<file path="config.mk">
export PLATFORM = sky130hd
export DESIGN_NAME = addsub_arbiter
export DESIGN_NICKNAME = d
export VERILOG_FILES = /design/src/rtl/addsub_arbiter.sv
export SDC_FILE = /design/constraint.sdc
export NUM_CORES = 1
export LEC_CHECK = 0
export ABC_AREA = 1
export CAP_MARGIN = 25
export CORE_MARGIN = 1
export CORE_UTILIZATION = 40
export DETAILED_ROUTE_END_ITERATION = 16
export PLACE_DENSITY_LB_ADDON = 0.3
export SYNTH_ARGS = -nofsm -noshare
export SYNTH_HDL_FRONTEND = slang
export SYNTH_SLANG_ARGS = --single-unit
</file>
<file path="constraint.sdc">
create_clock -name clk -period 1.55 [get_ports clk]
set_input_delay 0.155 -clock clk [delete_from_list [all_inputs] [get_ports clk]]
set_output_delay 0.155 -clock clk [all_outputs]
set_load 0.02 [all_outputs]
</file>
<file path="src/rtl/addsub_arbiter.sv">
// Shared W-bit add/subtract unit arbitrated among NREQ requesters, tagged registered result.
// Define ADDSUB_ARB_RR_EN for round-robin arbitration; fixed lowest-index priority otherwise.
module addsub_arbiter #(
    parameter int NREQ = 4,
    parameter int W    = 4
) (
    input  logic              clk,
    input  logic              rst_n,
    input  logic [NREQ-1:0]   i_req,
    input  logic [NREQ-1:0]   i_op,
    input  logic [NREQ*W-1:0] i_a,
    input  logic [NREQ*W-1:0] i_b,
    output logic [NREQ-1:0]   o_gnt,
    output logic              o_busy,
    output logic              o_res_valid,
    output logic [2:0]        o_res_id,
    output logic [W-1:0]      o_res_sum,
    output logic              o_res_carry
);

    localparam int IW = (NREQ > 1) ? $clog2(NREQ) : 1;

    typedef enum logic [1:0] {
        ST_IDLE = 2'd0,
        ST_EXEC = 2'd1,
        ST_RESP = 2'd2
    } state_t;

    state_t            r_state;
    state_t            w_next_state;

    logic              w_any_req;
    logic              w_hit;
    logic [IW-1:0]     w_win_idx;
    logic [NREQ-1:0]   w_win_onehot;
    logic              w_sel_op;
    logic [W-1:0]      w_sel_a;
    logic [W-1:0]      w_sel_b;
    logic              w_capture;
    logic              w_compute;
    logic [W:0]        w_result;

    logic [NREQ-1:0]   r_gnt;
    logic              r_busy;
    logic              r_op;
    logic [W-1:0]      r_a;
    logic [W-1:0]      r_b;
    logic [IW-1:0]     r_idx;
    logic              r_res_valid;
    logic [2:0]        r_res_id;
    logic [W-1:0]      r_res_sum;
    logic              r_res_carry;

`ifdef ADDSUB_ARB_RR_EN
    logic [IW-1:0]     r_ptr;
    logic [IW-1:0]     w_ptr_next;
    logic [IW:0]       w_scan_sum;
    logic [IW-1:0]     w_scan_idx;

    // Round-robin search: scan from the pointer, wrapping modulo NREQ, first hit wins
    always_comb begin
        w_any_req  = 1'b0;
        w_hit      = 1'b0;
        w_win_idx  = {IW{1'b0}};
        w_scan_sum = {(IW+1){1'b0}};
        w_scan_idx = {IW{1'b0}};
        for (int k = 0; k < NREQ; k++) begin
            w_scan_sum = {1'b0, r_ptr} + (IW+1)'(k);
            w_scan_idx = (w_scan_sum >= (IW+1)'(NREQ)) ? IW'(w_scan_sum - (IW+1)'(NREQ))
                                                      : IW'(w_scan_sum);
            w_hit      = ~w_any_req & i_req[w_scan_idx];
            w_win_idx  = w_hit ? w_scan_idx : w_win_idx;
            w_any_req  = w_any_req | i_req[w_scan_idx];
        end
    end

    // Pointer moves one past the winner so the winner becomes lowest priority next time
    always_comb begin
        if (w_win_idx == IW'(NREQ - 1)) begin
            w_ptr_next = {IW{1'b0}};
        end else begin
            w_ptr_next = w_win_idx + IW'(1);
        end
    end

    // Arbitration pointer, advanced only when a grant is issued
    always_ff @(posedge clk or negedge rst_n) begin
        if (!rst_n) begin
            r_ptr <= {IW{1'b0}};
        end else if (w_capture) begin
            r_ptr <= w_ptr_next;
        end else begin
            r_ptr <= r_ptr;
        end
    end
`else
    // Fixed priority: the lowest asserted index wins
    always_comb begin
        w_any_req = 1'b0;
        w_hit     = 1'b0;
        w_win_idx = {IW{1'b0}};
        for (int k = 0; k < NREQ; k++) begin
            w_hit     = ~w_any_req & i_req[k];
            w_win_idx = w_hit ? IW'(k) : w_win_idx;
            w_any_req = w_any_req | i_req[k];
        end
    end
`endif

    // Winner one-hot and its operand slices
    always_comb begin
        w_win_onehot = {{(NREQ-1){1'b0}}, 1'b1} << w_win_idx;
        w_sel_op     = 1'b0;
        w_sel_a      = {W{1'b0}};
        w_sel_b      = {W{1'b0}};
        for (int k = 0; k < NREQ; k++) begin
            w_sel_op = (w_win_idx == IW'(k)) ? i_op[k]         : w_sel_op;
            w_sel_a  = (w_win_idx == IW'(k)) ? i_a[k*W +: W]   : w_sel_a;
            w_sel_b  = (w_win_idx == IW'(k)) ? i_b[k*W +: W]   : w_sel_b;
        end
    end

    // FSM state register
    always_ff @(posedge clk or negedge rst_n) begin
        if (!rst_n) begin
            r_state <= ST_IDLE;
        end else begin
            r_state <= w_next_state;
        end
    end

    // FSM next-state logic
    always_comb begin
        w_next_state = r_state;
        case (r_state)
            ST_IDLE: begin
                if (w_any_req) begin
                    w_next_state = ST_EXEC;
                end else begin
                    w_next_state = ST_IDLE;
                end
            end
            ST_EXEC: w_next_state = ST_RESP;
            ST_RESP: w_next_state = ST_IDLE;
            default: w_next_state = ST_IDLE;
        endcase
    end

    // FSM control decode: capture on IDLE->EXEC, compute on EXEC->RESP
    always_comb begin
        w_capture = 1'b0;
        w_compute = 1'b0;
        case (r_state)
            ST_IDLE: w_capture = w_any_req;
            ST_EXEC: w_compute = 1'b1;
            ST_RESP: w_compute = 1'b0;
            default: begin
                w_capture = 1'b0;
                w_compute = 1'b0;
            end
        endcase
    end

    // Shared arithmetic unit; subtract wraps modulo 2^W and reports no carry
    always_comb begin
        if (r_op) begin
            w_result = {1'b0, r_a - r_b};
        end else begin
            w_result = {1'b0, r_a} + {1'b0, r_b};
        end
    end

    // Grant pulse and operand capture; requesters may change inputs once granted
    always_ff @(posedge clk or negedge rst_n) begin
        if (!rst_n) begin
            r_gnt <= {NREQ{1'b0}};
            r_op  <= 1'b0;
            r_a   <= {W{1'b0}};
            r_b   <= {W{1'b0}};
            r_idx <= {IW{1'b0}};
        end else if (w_capture) begin
            r_gnt <= w_win_onehot;
            r_op  <= w_sel_op;
            r_a   <= w_sel_a;
            r_b   <= w_sel_b;
            r_idx <= w_win_idx;
        end else begin
            r_gnt <= {NREQ{1'b0}};
        end
    end

    // Busy flag mirrors the registered state being away from IDLE
    always_ff @(posedge clk or negedge rst_n) begin
        if (!rst_n) begin
            r_busy <= 1'b0;
        end else begin
            r_busy <= (w_next_state != ST_IDLE);
        end
    end

    // Result registers hold their value until the next RESP
    always_ff @(posedge clk or negedge rst_n) begin
        if (!rst_n) begin
            r_res_valid <= 1'b0;
            r_res_id    <= 3'd0;
            r_res_sum   <= {W{1'b0}};
            r_res_carry <= 1'b0;
        end else if (w_compute) begin
            r_res_valid <= 1'b1;
            r_res_id    <= 3'(r_idx);
            r_res_sum   <= w_result[W-1:0];
            r_res_carry <= w_result[W];
        end else begin
            r_res_valid <= 1'b0;
        end
    end

    assign o_gnt       = r_gnt;
    assign o_busy      = r_busy;
    assign o_res_valid = r_res_valid;
    assign o_res_id    = r_res_id;
    assign o_res_sum   = r_res_sum;
    assign o_res_carry = r_res_carry;

endmodule

</file>
==> impl_metrics.ini, run 1 <==
[yosys]
syn_area_mm2 = 0.001540
postSynthCellCount = 194
synth_warnings = 0
netlist-cell-type-count = 28
syn_area_per_cell_um2 = 7.939
synth-seq-area-share = 0.4062
syn-num-nets = 245
synth-seq-cells = 25

[floorplan]
die_height_um = 64.05
pin_count = 56
die_w_um = 64.05
fp.coreArea_mm2 = 0.003689
fp-row-count = 22
start_util = 0.4176
dieArea_mm2 = 0.004102

[clocking]
clock_sinks = 25
cts_buffers = 3
cts_max_path_buffers = 2
cts_root_buffer = clkbuf_8
cts_tree = built
insertion_delay_ns = 0.28
clkTransAtPathRegs_ns = 0.09
cts-htree-levels = 1

[run_status]
status = completed

[power]
total_power_mw = 3.594
peakVddDrop_mv = 0.5432
power_density_mw_per_mm2 = 1563
p_leak_nw = 1.104

[detailed_routing]
drc = 0
wl_um = 3335
vias = 1442
firstDrtPassIters = 4
drtIter0Drc = 36
antenna_left = 0
routed_via_density = 4.743
wire_per_inst_um = 10.97

[worst_setup_path]
max_stage_delay_ns = 0.63
crit_family = buffers and inverters
startpoint_type = flop
crit_type = reg -> out
crit_chain = clkdlybuf4s50_1
cp_max_fo = 4
critical-path-slowest-cell = clkdlybuf4s50_1
crit_path_end_kind = output port
cp.arrival_ns = 1.33
cp_num_buf_inv = 1
crit_required_ns = 1.39

[cells_and_area]
num-fill-cells = 359
fin_util = 0.6235
final_common_cell = clkdlybuf4s50_1
multi_input_area_um2 = 787.0
final_nets = 308
diodes = 0
layout_common_cells = clkdlybuf4s50_1 (54), nand2_1 (45), nand3_1 (25), dfrtp_1 (25), inv_1 (21)
area_delta_synth_final_pct = 49.31
layout-drive-gt1-share = 0.1250
regArea_um2 = 625.6

[placed_design]
routabilityCongestion = 0.8049
pre_cts_ws_ns = -0.01765
hpwl_um = 2703
port_buffers = 54

[grt]
grt_start_max_net_pins = 29
grt.total_usage = 0.1807
grt_pass1_wl_um = 5747
overflow = 0
antenna_found_initial = 0
grt_pass1_vias = 1393

[min_path]
hold_path_class = in -> async

[sta]
finalSetupTns_ns = 0
hold_viol = 0
worst_clock_skew_ns = 0.007967
fin_crit_sh = 0.9575
timing.fmax_ghz = 0.6738
finalSetupViolCount = 0
setup_ws_ns = 0.06588
drv_slew = 0
fin_crit_ns = 1.484

[job]
cap_violations = 0
[stage by stage]
stage / std cells / cell area [µm²] / hold WS [ns]
finish: 304 / 2300 / 0.2331
global route: 304 / 2300 / 0.2428
CTS: 303 / 2266 / 0.2432
detailed placement: 299 / 2216 / 0.4676
global placement: 299 / 2216 / 0.4659
floorplan: 194 / 1540 / -0.1406
[area by class of cell]
class,instances,area share
well taps,48,0.02612
multi-input cells,134,0.3422
inverters,25,0.04081
clock inverters,1,0.003808
repair buffers,68,0.2971
flip-flops and latches,25,0.2720
clock buffers,3,0.01795
[cells in the mapped netlist (all sizes together)]
cell type  instances  share of area
nand2             46           0.11
nand4              9          0.037
xor2               1         0.0057
clkbuf             1         0.0024
buf                9          0.037
a22oi             10          0.052
inv               25          0.061
o21ai              6          0.019
or2                9          0.037
conb               1         0.0024
dfrtp             25           0.41
ha                 7          0.057
o22a               1         0.0057
nor3               1         0.0032
nand3             25          0.081
nor2              10          0.032
o31ai              1         0.0049
a21oi              4          0.013
fa                 2          0.026
and2               1         0.0041
[final timing paths]
kind	start	to	slack, ns	cells after the start
max	o_res_valid$_DFF_PN0_	o_res_valid	0.07	1
min	rst_n	o_res_id[0]$_DFFE_PN0P_	0.23	2
max reg2reg	r_a[0]$_DFFE_PN0P_	o_res_sum[2]$_DFFE_PN0P_	0.08	7
min reg2reg	o_res_carry$_DFFE_PN0P_	o_res_carry$_DFFE_PN0P_	0.48	2
max in group asynchronous	rst_n	r_a[2]$_DFFE_PN0P_	1.07	2
min in group clk	o_res_carry$_DFFE_PN0P_	o_res_carry$_DFFE_PN0P_	0.48	2
[what timing repair did]
item / in CTS / in global routing
resized for setup: 1 / 7
gates cloned: 0 / 0
pin swaps: 0 / 2
setup buffers: 0 / 1
hold buffers: 0 / 0
endpoints found under the setup margin: 1 / 4
[logic make-up after synthesis]
logic type	after synthesis	share of synthesized area
and+or+nand+nor	101	0.3079
buffers and inverters	35	0.09991
DFF	25	0.4062
AOI/OAI and AO/OA	22	0.09504
adders and majority gates	9	0.08286
xor gates and xnor gates	1	0.005687
other	1	0.002435
[power breakdown]
group / internal, mW / leakage (nW) / switching, mW
Combinational: 1.00 / 0.765 / 1.06
Sequential: 0.940 / 0.312 / 0.182
Clock: 0.189 / 0.0261 / 0.223
Total: 2.13 / 1.10 / 1.46
[per-layer routing]
metal	GRT usage	wire length [µm]	vias up
met2	0.3152	1627	51
met1	0.2177	1510	633
li1	-	-	754
met3	0.03036	147	4
met4	0.07670	48	0
met5	0	0	-
[flip-flops by register name, summed over array words and instances, names as in the netlist, 2 cells and up]
name       count
o_gnt          4
o_res_id       2
r_idx          2
r_b            4
r_a            4
o_res_sum      4
No activity file was read; power rests on OpenSTA's default activity.
==> run 2, diff against run 1 <==
- GPL_TIMING_DRIVEN: default -> 1
==> results of run 2 <==
No change in the layout: final DEF, timing and power equal those of run 1.
